<file path="src/rtl/jtobj_line_scan.sv">
`default_nettype none
// +--------------------------------------------------------------------------+
// | Module   : jtobj_line_scan                                               |
// | Purpose  : per-line object table scanner; selects objects crossing the   |
// |            next line and emits 16-pixel tile-column draw requests.       |
// | Revision : 1.0  initial release                                          |
// +--------------------------------------------------------------------------+
module jtobj_line_scan #(
    parameter int OBJW = 8,
    parameter int MAXT = 64,
    parameter int FAW  = 2
) (
    input  logic            rst,
    input  logic            clk,
    input  logic            cen,
    input  logic            hs,
    input  logic [8:0]      vdump,
    output logic [OBJW+1:0] tbl_addr,
    input  logic [15:0]     tbl_dout,
    output logic            req_valid,
    input  logic            req_ready,
    output logic [15:0]     req_code,
    output logic [8:0]      req_hpos,
    output logic [3:0]      req_ysub,
    output logic            req_hflip,
    output logic [7:0]      req_attr,
    output logic            busy,
    output logic            ovf,
    output logic            late
);

    localparam int c_TCW   = $clog2(MAXT + 1);
    localparam int c_DEPTH = 2 ** FAW;
    localparam int c_RQW   = 38;
    localparam logic [FAW:0] c_FULL = {1'b1, {FAW{1'b0}}};

    localparam logic [2:0] c_IDLE = 3'd0;
    localparam logic [2:0] c_RD0  = 3'd1;
    localparam logic [2:0] c_RD1  = 3'd2;
    localparam logic [2:0] c_RD2  = 3'd3;
    localparam logic [2:0] c_RD3  = 3'd4;
    localparam logic [2:0] c_CHK  = 3'd5;
    localparam logic [2:0] c_EMIT = 3'd6;
    localparam logic [2:0] c_NEXT = 3'd7;

    logic [2:0]       r_state, w_state_nx;
    logic             r_hs_d, r_ovf, r_late;
    logic [OBJW-1:0]  r_obj;
    logic [8:0]       r_vline, r_y, r_x;
    logic             r_vflip, r_hflip;
    logic [1:0]       r_vsz, r_hsz;
    logic [15:0]      r_code;
    logic [7:0]       r_attr;
    logic [2:0]       r_row, r_col;
    logic [3:0]       r_ysub;
    logic [c_TCW-1:0] r_tcnt;

    logic [c_RQW-1:0] r_fifo [c_DEPTH];
    logic [FAW-1:0]   r_wr_ptr, r_rd_ptr;
    logic [FAW:0]     r_fcnt;

    logic w_hs_rise, w_abort, w_full, w_empty, w_pop, w_push, w_room;
    logic w_budget_hit, w_set_ovf, w_last_col, w_last_obj, w_in_zone;
    logic [1:0]       w_word;
    logic [8:0]       w_d, w_req_hpos;
    logic [7:0]       w_vzoom, w_height;
    logic [16:0]      w_prod;
    logic [10:0]      w_s;
    logic [2:0]       w_rmask, w_row_raw, w_row, w_ncol_m1, w_tc;
    logic [15:0]      w_req_code;
    logic [c_RQW-1:0] w_req;

    assign w_hs_rise    = cen && hs && !r_hs_d;
    assign w_abort      = w_hs_rise && busy;
    assign w_full       = (r_fcnt == c_FULL);
    assign w_empty      = (r_fcnt == '0);
    assign w_pop        = cen && !w_empty && req_ready && !w_abort;
    assign w_room       = !w_full || w_pop;
    assign w_budget_hit = (r_tcnt == c_TCW'(MAXT));
    assign w_last_obj   = &r_obj;

    // Vertical zone test; w3 (zoom/attr) is on tbl_dout during CHK.
    assign w_d       = r_vline - r_y;
    assign w_vzoom   = tbl_dout[15:8];
    assign w_prod    = {8'd0, w_d} * {9'd0, w_vzoom};
    assign w_s       = 11'(w_prod >> 6);
    assign w_height  = 8'd16 << r_vsz;
    assign w_in_zone = (w_vzoom != 8'd0) && !w_d[8] && (w_s < {3'd0, w_height});
    assign w_rmask   = ~(3'b111 << r_vsz);
    assign w_row_raw = w_s[6:4] & w_rmask;
    assign w_row     = r_vflip ? (w_rmask - w_row_raw) : w_row_raw;

    assign w_ncol_m1  = ~(3'b111 << r_hsz);
    assign w_tc       = r_hflip ? (w_ncol_m1 - r_col) : r_col;
    assign w_last_col = (r_col == w_ncol_m1);
    assign w_req_code = r_code + ({13'd0, r_row} << r_hsz) + {13'd0, w_tc};
    assign w_req_hpos = r_x + {2'b00, r_col, 4'b0000};
    assign w_req      = {w_req_code, w_req_hpos, r_ysub, r_hflip, r_attr};

    always_ff @(posedge clk or posedge rst) begin
        if (rst) begin
            r_state <= c_IDLE;
        end else if (cen) begin
            r_state <= w_state_nx;
        end
    end

    always_comb begin
        w_state_nx = r_state;
        if (w_hs_rise) begin
            w_state_nx = c_RD0;
        end else begin
            case (r_state)
                c_IDLE: w_state_nx = c_IDLE;
                c_RD0:  w_state_nx = c_RD1;
                c_RD1:  w_state_nx = tbl_dout[15] ? c_RD2 : c_NEXT;
                c_RD2:  w_state_nx = c_RD3;
                c_RD3:  w_state_nx = c_CHK;
                c_CHK:  w_state_nx = w_in_zone ? c_EMIT : c_NEXT;
                c_EMIT: begin
                    if (w_budget_hit) begin
                        w_state_nx = c_IDLE;
                    end else if (w_room && w_last_col) begin
                        w_state_nx = c_NEXT;
                    end
                end
                c_NEXT:  w_state_nx = w_last_obj ? c_IDLE : c_RD0;
                default: w_state_nx = c_IDLE;
            endcase
        end
    end

    always_comb begin
        w_word    = 2'd0;
        w_push    = 1'b0;
        w_set_ovf = 1'b0;
        busy      = (r_state != c_IDLE);
        case (r_state)
            c_RD1: w_word = tbl_dout[15] ? 2'd1 : 2'd0;
            c_RD2: w_word = 2'd2;
            c_RD3: w_word = 2'd3;
            c_EMIT: begin
                if (cen && !w_hs_rise) begin
                    if (w_budget_hit) begin
                        w_set_ovf = 1'b1;
                    end else if (w_room) begin
                        w_push = 1'b1;
                    end
                end
            end
            default: w_word = 2'd0;
        endcase
    end

    always_ff @(posedge clk or posedge rst) begin
        if (rst) begin
            r_hs_d  <= 1'b0;
            r_late  <= 1'b0;
            r_ovf   <= 1'b0;
            r_vline <= '0;
            r_obj   <= '0;
            r_tcnt  <= '0;
            r_vflip <= 1'b0;
            r_hflip <= 1'b0;
            r_vsz   <= '0;
            r_hsz   <= '0;
            r_y     <= '0;
            r_code  <= '0;
            r_x     <= '0;
            r_attr  <= '0;
            r_row   <= '0;
            r_ysub  <= '0;
            r_col   <= '0;
        end else if (cen) begin
            r_hs_d <= hs;
            r_late <= w_abort;
            if (w_hs_rise) begin
                r_vline <= vdump + 9'd1;
                r_obj   <= '0;
                r_tcnt  <= '0;
                r_ovf   <= 1'b0;
            end else begin
                case (r_state)
                    c_RD1: {r_vflip, r_hflip, r_vsz, r_hsz, r_y} <= tbl_dout[14:0];
                    c_RD2: r_code <= tbl_dout;
                    c_RD3: r_x <= tbl_dout[8:0];
                    c_CHK: begin
                        r_attr <= tbl_dout[7:0];
                        r_row  <= w_row;
                        r_ysub <= w_s[3:0] ^ {4{r_vflip}};
                        r_col  <= 3'd0;
                    end
                    c_EMIT: begin
                        if (w_push) begin
                            r_col  <= r_col + 3'd1;
                            r_tcnt <= r_tcnt + c_TCW'(1);
                        end
                    end
                    c_NEXT: r_obj <= r_obj + OBJW'(1);
                    default: r_obj <= r_obj;
                endcase
                // Budget overflow ends the line; park the object index back at 0.
                if (w_set_ovf) begin
                    r_ovf <= 1'b1;
                    r_obj <= '0;
                end
            end
        end
    end

    always_ff @(posedge clk) begin
        if (w_push) begin
            r_fifo[r_wr_ptr] <= w_req;
        end
    end

    always_ff @(posedge clk or posedge rst) begin
        if (rst) begin
            r_wr_ptr <= '0;
            r_rd_ptr <= '0;
            r_fcnt   <= '0;
        end else if (cen) begin
            if (w_abort) begin
                r_wr_ptr <= '0;
                r_rd_ptr <= '0;
                r_fcnt   <= '0;
            end else begin
                if (w_push) r_wr_ptr <= r_wr_ptr + FAW'(1);
                if (w_pop)  r_rd_ptr <= r_rd_ptr + FAW'(1);
                if (w_push && !w_pop) begin
                    r_fcnt <= r_fcnt + {{FAW{1'b0}}, 1'b1};
                end else if (!w_push && w_pop) begin
                    r_fcnt <= r_fcnt - {{FAW{1'b0}}, 1'b1};
                end
            end
        end
    end

    always_comb begin
        req_valid = !w_empty;
        {req_code, req_hpos, req_ysub, req_hflip, req_attr} = w_empty ? '0 : r_fifo[r_rd_ptr];
    end

    assign tbl_addr = {r_obj, w_word};
    assign ovf      = r_ovf;
    assign late     = r_late;

endmodule
`default_nettype wire
</file>
<file path="config.mk">
export PLATFORM = sky130hd
export DESIGN_NAME = jtobj_line_scan
export DESIGN_NICKNAME = d
export VERILOG_FILES = /design/src/rtl/jtobj_line_scan.sv
export SDC_FILE = /design/constraint.sdc
export NUM_CORES = 1
export LEC_CHECK = 0
export BUFFER_PORTS_ARGS = -buffer_cell sky130_fd_sc_hd__buf_2
export CAP_MARGIN = 10
export CELL_PAD_IN_SITES_DETAIL_PLACEMENT = 0
export CELL_PAD_IN_SITES_GLOBAL_PLACEMENT = 2
export CORE_MARGIN = 5
export CORE_UTILIZATION = 39
export DETAILED_ROUTE_END_ITERATION = 8
export HOLD_SLACK_MARGIN = 0.03
export PLACE_DENSITY = 0.72
export SETUP_SLACK_MARGIN = 0.1
export SYNTH_ARGS = -nofsm -noshare
export SYNTH_HDL_FRONTEND = slang
export SYNTH_SLANG_ARGS = --single-unit
</file>
<file path="constraint.sdc">
create_clock -name clk -period 7.31 [get_ports clk]
set_input_delay 1.8275 -clock clk [delete_from_list [all_inputs] [get_ports clk]]
set_output_delay 1.8275 -clock clk [all_outputs]
set_load 0.01 [all_outputs]
</file>
Word level (Yosys, flattened, before mapping)
Memories as Yosys holds them, arrays and structs flattened.
Index checks and enable logic that the tools add are counted.
W data, S select, Z words.
{ "totals": {"ff_bits": 95, "latchBits": 0, "mem_bits_rw": 152, "rom_bits": 0, "input_bits": 30, "out_inout_bits": 52, "wordCells": 144, "n_memories": 1} }
{ "classes": {"n_addsub": 14, "mul": 1, "n_div": 0, "n_lt_le_gt_ge": 1, "eq_ne": 12, "n_shift": 4, "n_mux": 38, "bitwise_logic": 5, "n_reduce_logical": 47} }
{ "memory_table": {"columns": ["name", "words", "word_bits", "rd", "rd_clocked_by_memory_dff", "write_ports", "line_no", "source"], "rows": [
  ["r_fifo", 4, 38, 1, 0, 1, "58", "logic [c_RQW-1:0] r_fifo [c_DEPTH];"]
]} }
{ "op_table": {"columns": ["operator", "count"], "rows": [
  ["$mux W38", 1],
  ["$mux W3", 10],
  ["$mux W8", 3],
  ["$pmux W3 S8", 1],
  ["$mux W7", 3],
  ["$mul A9 B8 Y17", 1],
  ["$add A16 B16 Y16", 1],
  ["$add A16 B3 Y16", 1],
  ["$shl A3 B2 Y16", 1],
  ["$eq A3 B3 Y1 const B", 5],
  ["$reduce_and A3 Y1", 5],
  ["$mux W1", 14],
  ["$reduce_and A2 Y1", 7],
  ["$logic_and A1 B1 Y1", 12],
  ["$reduce_bool A2 Y1", 6],
  ["$lt A11 B8 Y1", 1],
  ["$add A9 B1 Y9 const B", 1],
  ["$add A9 B7 Y9", 1],
  ["$reduce_bool A3 Y1", 3],
  ["$sub A9 B9 Y9", 1],
  ["$add A8 B1 Y8 const B", 1],
  ["$logic_not A1 Y1", 8],
  ["$mux W2", 4],
  ["$reduce_and A8 Y1", 1],
  ["23 further kinds", 30]
]} }

Depth between registers and ports, before layout
Gate-level depths: netlist of the first run.
{ "logic_depth": {"depth_word": 15, "mapped_depth": 31, "ltp_nobuf": 31} }

Worst setup path after synthesis of the first run
No wires, ideal clock.
{ "synth_path": {"path_type": "input -> register", "from": "in tbl_dout[10]", "to": "reg r_state[0]", "setup_time_ps": 120, "arrival_ps": 7012, "required_ps": 7190, "path_slack_ps": 178, "path_stages": 22, "n_path_buf": 1, "cell_sequence": "clkbuf_1 -> nand2_1 -> mux2i_1 -> fa_1 -> fa_1 -> fa_1 -> inv_1 -> fa_1 -> inv_1 -> ha_1 -> and3_1 -> and3_1 -> a211o_1 -> and2_1 -> o21a_1 -> nor2_1 -> ha_1 -> o21a_1 -> o21ai_0 -> nand4_1 -> or4_1 -> a31o_1"} }
{ "synth_via": {"elab_chain_len": 6, "word_cells_on_any_way": 8, "classes_between": "mul: 1; order compare: 1; mux: 3; reduce/logical: 3"} }
{ "synth_lines": {"columns": ["item", "line_no", "source"], "rows": [
  ["start, declared", "19", "input logic [15:0] tbl_dout,"],
  ["$mul A9 B8 Y17 or $reduce_bool A8 Y1 (tied branches)", "85, 88", null],
  ["$lt A11 B8 Y1 or $logic_and A1 B1 Y1 (tied branches)", "88", "assign w_in_zone = (w_vzoom != 8'd0) && !w_d[8] && (w_s < {3'd0, w_height});"],
  ["$logic_and A1 B1 Y1 *", "88", null],
  ["$mux W1 *", "119", "c_CHK: w_state_nx = w_in_zone ? c_EMIT : c_NEXT;"],
  ["$pmux W3 S8 *", "113", "case (r_state)"],
  ["$mux W3 *", "110", "if (w_hs_rise) begin"],
  ["end signal, assigned", "102", "r_state <= c_IDLE;"],
  ["end signal, assigned", "104", "r_state <= w_state_nx;"],
  ["end, declared", "46", "logic [2:0] r_state, w_state_nx;"]
]} }
Mark *: on every way between the ends. The rest lies on a longest branch, timed or not.
A chain may end at the register's enable or synchronous reset.

Final worst setup path of the first run
{ "layout_path": {"from": "reg r_vline[1]", "to": "reg r_state[0]"} }
{ "layout_via": {"elab_chain_len": 7, "word_cells_on_any_way": 9, "classes_between": "add/sub: 1; mul: 1; order compare: 1; mux: 3; reduce/logical: 3"} }
{ "layout_lines": {"columns": ["item", "line_no", "source"], "rows": [
  ["start, declared", "49", "logic [8:0] r_vline, r_y, r_x;"],
  ["start signal, assigned", "178", "r_vline <= vdump + 9'd1;"],
  ["$sub A9 B9 Y9 *", "83", "assign w_d = r_vline - r_y;"],
  ["$mul A9 B8 Y17 or $logic_not A1 Y1 (tied branches)", "85, 88", null],
  ["$lt A11 B8 Y1 or $logic_and A1 B1 Y1 (tied branches)", "88", null],
  ["$logic_and A1 B1 Y1 *", "88", null],
  ["$mux W1 *", "119", null],
  ["$pmux W3 S8 *", "113", null],
  ["$mux W3 *", "110", null]
]} }
Marked as above.

==> results of run 1 <==
-- worst max-delay path, delay by kind of cell (launching register included) --
| kind | cells | cell delay (ps) |
|---|---|---|
| adder cells (fa/ha/maj) | 7 | 2640 |
| buffers and inverters | 3 | 250 |
| AO/OA/AOI/OAI | 10 | 1860 |
| AND/OR/NAND/NOR | 8 | 1460 |
| flip-flops | 1 | 390 |
| multiplexers | 1 | 200 |
-- cell usage in the layout, fill, tap and decap left out, drive strengths merged, types with 3 or more instances in the layout --
master and n:
a21o 9, a21oi 25, and2 78, and3 11, buf 127, bufinv 5, clkbuf 35, clkinv 6
dfrtp 95, edfxtp 152, fa 49, ha 70, inv 82, mux2 53, mux2i 10, mux4 38
nand2 78, nand2b 22, nand3 21, nand4 4, nor2 38, nor2b 15, nor3 7, nor4 4
o2111ai 3, o21a 6, o21ai 40, o21bai 3, o31ai 3, or3 4, xnor2 33, xor2 26
-- worst paths after layout --
check,start,end,slack [ps],depth (start not counted)
worst max register to register,r_vline[1],r_state[0],400,29
worst min register to register,late,late,480,1
worst max-delay path,r_vline[1],r_state[0],400,29
max in group asynchronous,rst,r_attr[1],4760,3
min in group asynchronous,rst,r_vline[7],1280,2
worst min-delay path,late,late,480,1
-- metal layers --
| metal | vias to the layer above | track usage, % | part of all wire, % |
|---|---|---|---|
| met1 | 4084 | 21.6 | 47 |
| met5 | - | 0 | 0 |
| li1 | 3910 | - | - |
| met3 | 27 | 1.64 | 2.7 |
| met2 | 105 | 26.5 | 49 |
| met4 | 0 | 3.00 | 1.5 |
-- through the flow --
stage	cell area, µm²	setup WS, ps
2_1_floorplan	13500	178
3_3_place_gp	14600	69.8
3_5_place_dp	14600	-0.603
4_1_cts	15600	126
5_1_grt	15800	47.8
6_report	15800	397
-- cell usage after synthesis, types with 2 or more instances --
| library cell | n | area share (%) |
|---|---|---|
| a21o_1 | 9 | 0.50 |
| a21oi_1 | 24 | 0.89 |
| a22o_1 | 2 | 0.13 |
| a31oi_1 | 2 | 0.092 |
| and2_1 | 77 | 3.6 |
| and3_1 | 11 | 0.51 |
| and3b_1 | 2 | 0.13 |
| buf_6 | 2 | 0.17 |
| clkbuf_1 | 37 | 1.0 |
| dfrtp_1 | 95 | 18 |
| edfxtp_1 | 152 | 34 |
| fa_1 | 49 | 7.2 |
| ha_1 | 70 | 6.5 |
| inv_1 | 80 | 2.2 |
| mux2_2 | 53 | 4.4 |
| mux2i_1 | 10 | 0.74 |
| mux4_2 | 38 | 6.3 |
| nand2_1 | 78 | 2.2 |
| nand2b_1 | 22 | 1.0 |
| nand3_1 | 21 | 0.78 |
| nand3b_1 | 2 | 0.11 |
| nand4_1 | 4 | 0.18 |
| nor2_1 | 38 | 1.1 |
| nor2b_1 | 15 | 0.69 |
| nor3_1 | 7 | 0.26 |
| nor4_1 | 4 | 0.18 |
| o2111ai_1 | 2 | 0.13 |
| o21a_1 | 6 | 0.33 |
| o21ai_0 | 40 | 1.5 |
| o21bai_1 | 3 | 0.17 |
| o31ai_1 | 3 | 0.17 |
| o41ai_1 | 2 | 0.13 |
| or3_1 | 3 | 0.14 |
| xnor2_1 | 33 | 2.1 |
| xor2_1 | 26 | 1.7 |
-- state kept, by name (all words and copies together) (netlist names), 4 cells and up --
| signal | cells |
|---|---|
| r_code | 16 |
| r_attr | 8 |
| r_obj | 8 |
| r_tcnt | 7 |
| r_fifo | 152 |
| r_ysub | 4 |
| r_x | 9 |
| r_y | 9 |
| r_vline | 9 |
-- logic make-up after synthesis --
kind of cell | count (synthesis)
XOR/XNOR | 59
buffers and inverters | 121
AO/OA/AOI/OAI | 107
flip-flops | 247
multiplexers | 101
AND/OR/NAND/NOR | 291
adder cells (fa/ha/maj) | 119
-- area by class of cell --
| cell class | count | area [µm²] | area share (%) |
|---|---|---|---|
| Multi-Input combinational cell | 677 | 6300 | 39.8 |
| Clock buffer | 35 | 746 | 4.71 |
| Clock inverter | 15 | 223 | 1.41 |
| Timing Repair Buffer | 127 | 751 | 4.74 |
| Inverter | 80 | 303 | 1.91 |
| Tap cell | 455 | 569 | 3.59 |
| Sequential cell | 247 | 6940 | 43.8 |
-- timing repair --
action,in CTS,in global routing
pin swaps,2,32
gates resized for setup,8,27
setup buffers,2,14
endpoints found under the setup margin,1,1
==> impl_metrics.tcl, run 1 <==
set metrics [dict create \
    antenna_left 0 \
    drc 0 \
    drt_iter0_drc 286 \
    post-route-util_pct 46.0 \
    drv_cap 0 \
    synth_cell_types 58 \
    htreeDepth 1 \
    core_region_area_um2 34500 \
    cts_buffers 27 \
    max_stage_delay_ps 520 \
    min_period_over_period_pct 94.6 \
    gp_routability_congestion 0.785 \
    dp.cells 1570 \
    drive_gt1_share_pct 25.3 \
    cpMaxStageDelayCell "fa_1" \
    io_pins 82 \
    status "finished, final reports clean" \
    rows 68 \
    slew_violations 0 \
    grt_overflow_total 0 \
    worst_pin_slew_ps 1030 \
    muxShareOfSynthArea_pct 11.5 \
    clk-insertion-delay-late_ps 540 \
    syn_area_per_cell_um2 13.0 \
    synthAdderAreaFrac_pct 13.7 \
    io_buffers 81 \
    fmax_mhz 145 \
    rsz0062_at_grt "no" \
    syn-cell-area_um2 13500 \
    first_pass_iters 6 \
    crit_top_cell "fa_1" \
    n_antenna_cell 0 \
    antenna_found_initial 0 \
    synth_xor_area_share_pct 3.81 \
    area_growth_pct 16.9 \
    finalSetupViolations 0 \
    crit_arrival_ps 7330 \
    synth-compound-area-share_pct 5.01 \
    max-slew-margin-rel_pct 31.2 \
    fin_nets 1309 \
    yosysWarnings 0 \
    path_max_fanout 5 \
    ys_async_sr_fraction_pct 38.5 \
    yosys.area_share.simple_pct 11.3 \
    wire_per_inst_um 18.1 \
    vias 8126 \
    crit_type "reg -> reg" \
    finalClockSkew_ps 26.3 \
    cts_tree "built" \
    die_y_um 196 \
    die_area_um2 38600 \
    synth_top_family_by_area "adder cells" \
    grt_pass1_vias 8413 \
    synth_ff_type "edfxtp_1" \
    cts_buffer_depth 3 \
    clkSinkCount 247 \
    grt_util_all_layers_pct 15.4 \
    hold_class "reg -> reg" \
    grt_pass1_wl_um 47700 \
    post-route-min-period_ps 6910 \
    avgViaCountPerCell 4.97 \
    grt_start_max_net_pins 68 \
    nFillCells 3194 \
    setup_tns_ps 0 \
    ctsHoldBuffers 0 \
    synth_nets 1194 \
    synth_edf_count 152 \
    hold_viol_final 0 \
    crit_required_ps 7720 \
    start_util_pct 39.3 \
    fin_cells 1636 \
    synth_cells 1045 \
    critPathLaunchType "flip-flop" \
    crit_path_end_kind "flip-flop" \
    yosys_register_bits 247 \
    place_hpwl_um 21400 \
    die_w_um 196 \
    clockRootBuffer "clkbuf_16" \
    wirelength_um 29600 \
    fin_hold_ws_ps 481 \
    ys_seq_area_share_pct 51.2 \
    clk_pin_slew_ps 60 \
]
Power of run 1 is left out: the tool's default activity adds up to more than one toggle a clock period on the data nets, which glitch-free logic cannot reach.
==> inputs of run 2 (changes only) <==
Settings changed: CORE_UTILIZATION 39 to 40, CTS_BUF_LIST set to sky130_fd_sc_hd__clkbuf_8, PLACE_DENSITY 0.72 to 0.74.
==> impl_metrics.tcl, run 2 (synthesis gave the netlist of run 1 again) <==
set metrics [dict create \
    status "finished, final reports clean" \
    fmax_mhz 146 \
    die_area_um2 37600 \
    final_common_cell "edfxtp_1" \
    drv_cap 0 \
    clkSinkCount 247 \
    die_y_um 194 \
    min_period_over_period_pct 93.7 \
    die_w_um 194 \
    r2r_setup_slack_ps 460 \
    cts_tree "built" \
    largest_reg_flops 152 \
    start_util_pct 40.5 \
    hold_class "reg -> reg" \
    first_pass_iters 4 \
    wirelength_um 29500 \
    antenna_left 0 \
    ctsHoldBuffers 0 \
    nFillCells 3102 \
    grt_pass1_vias 8514 \
    timing.rr.end "r_state[0]" \
    r2r-start "r_vline[0]" \
    post-route-min-period_ps 6850 \
    drc 0 \
    grt_pass1_wl_um 48100 \
    fin_nets 1317 \
    cpMaxStageDelayCell "fa_1" \
    crit_arrival_ps 7280 \
    most-common-layout-cells "edfxtp_1 (152), dfrtp_1 (94), inv_1 (93)" \
    place_hpwl_um 21000 \
    whs_path_depth 1 \
    wire_per_inst_um 17.9 \
    grt_overflow_total 0 \
    clk_pin_slew_ps 60 \
    finalSetupViolations 0 \
    cts_buffer_depth 3 \
    largest_registers "r_fifo: 152 flops, r_code: 16 flops" \
    rsz0062_at_grt "no" \
    setup_tns_ps 0 \
    vias 8170 \
    htreeDepth 2 \
    area_growth_pct 14.7 \
    io_pins 82 \
    rr_worst_depth 30 \
    max_stage_delay_ps 560 \
    hold_viol_final 0 \
    io_buffers 81 \
    avgViaCountPerCell 4.95 \
    path_max_fanout 5 \
    cts_buffers 43 \
    drt_iter0_drc 427 \
    gp_routability_congestion 0.795 \
    grt_util_all_layers_pct 15.9 \
    crit_path_end_kind "flip-flop" \
    drive_gt1_share_pct 24.4 \
    dp.cells 1564 \
    top_register "r_fifo" \
    critPathLaunchType "flip-flop" \
    grt_start_max_net_pins 67 \
    worst_pin_slew_ps 888 \
    hold_end "late" \
    rows 67 \
    clk-insertion-delay-late_ps 560 \
    crit_type "reg -> reg" \
    clockRootBuffer "clkbuf_8" \
    crit_top_cell "fa_1" \
    core_region_area_um2 33400 \
    fin_cells 1649 \
    crit_required_ps 7740 \
    finalClockSkew_ps 39.0 \
    max-slew-margin-rel_pct 40.6 \
    antenna_found_initial 0 \
    slew_violations 0 \
    hold_start "late" \
    n_antenna_cell 0 \
]
[run 2: changes by cell type in the layout (fill, tap and decap cells not counted), moves of 4 or more]
cell and delta:
inv_1 +17, clkbuf_8 +40, buf_4 -9, clkinv_1 +7, clkbuf_1 -4, bufinv_16 -4, clkbuf_16 -27
[run 2: how the worst max path moves through the flow]
stage	start	end	slack, ps	depth (start not counted)
floorplan	tbl_dout[10]	r_state[0]	180	22
global placement	tbl_dout[15]	r_state[0]	90	21
detailed placement	tbl_dout[12]	r_state[0]	5	21
CTS	r_vline[0]	r_state[0]	110	30
global route	r_vline[0]	r_state[0]	90	30
finish	r_vline[0]	r_state[0]	460	30
[run 2: routing by layer]
metal,track usage [%],vias up,routed length (µm)
met2,25.8,138,13900
met3,3.02,40,1100
met4,3.59,0,527
li1,-,3938,-
met5,0,-,0
met1,22.3,4054,14000
[run 2: cell type report]
type                       instances  area (µm²)  area share [%]
clock buffer                      44         606            3.90
clock inverter                    34         188            1.21
inverter                          80         303            1.95
multi-input combinational        677        6230            40.1
sequential                       247        6940            44.7
tap                              448         561            3.61
timing repair buffer             119         711            4.57
[run 2: what timing repair did]
item	4_1_cts	5_1_grt
endpoints found under the setup margin	1	1
hold endpoints to repair	0	0
setup buffers	0	6
resized for setup	4	16
pin swaps	1	23
[run 2: metrics by stage]
step | instance area [µm²] | hold WS [ps] | worst slack (ps) | utilization (%)
floorplan | 13500 | 450 | 178 | -
detailed placement | 14600 | 467 | 4.71 | 43.6
finish | 15500 | 485 | 462 | 46.5
CTS | 15400 | 493 | 112 | 46.0
global route | 15500 | 514 | 88.4 | 46.5
global placement | 14600 | 472 | 89.7 | 43.6
[run 2: worst max-delay path, delay by kind of cell, from the launching register on]
kind            cells  cell delay, ps
xor+xnor            2             250
flops               1             340
buf+inv             4             300
compound gates      7            1250
fa+ha+maj           8            3100
simple gates        9            1500
Power of run 2 is left out for the same reason.
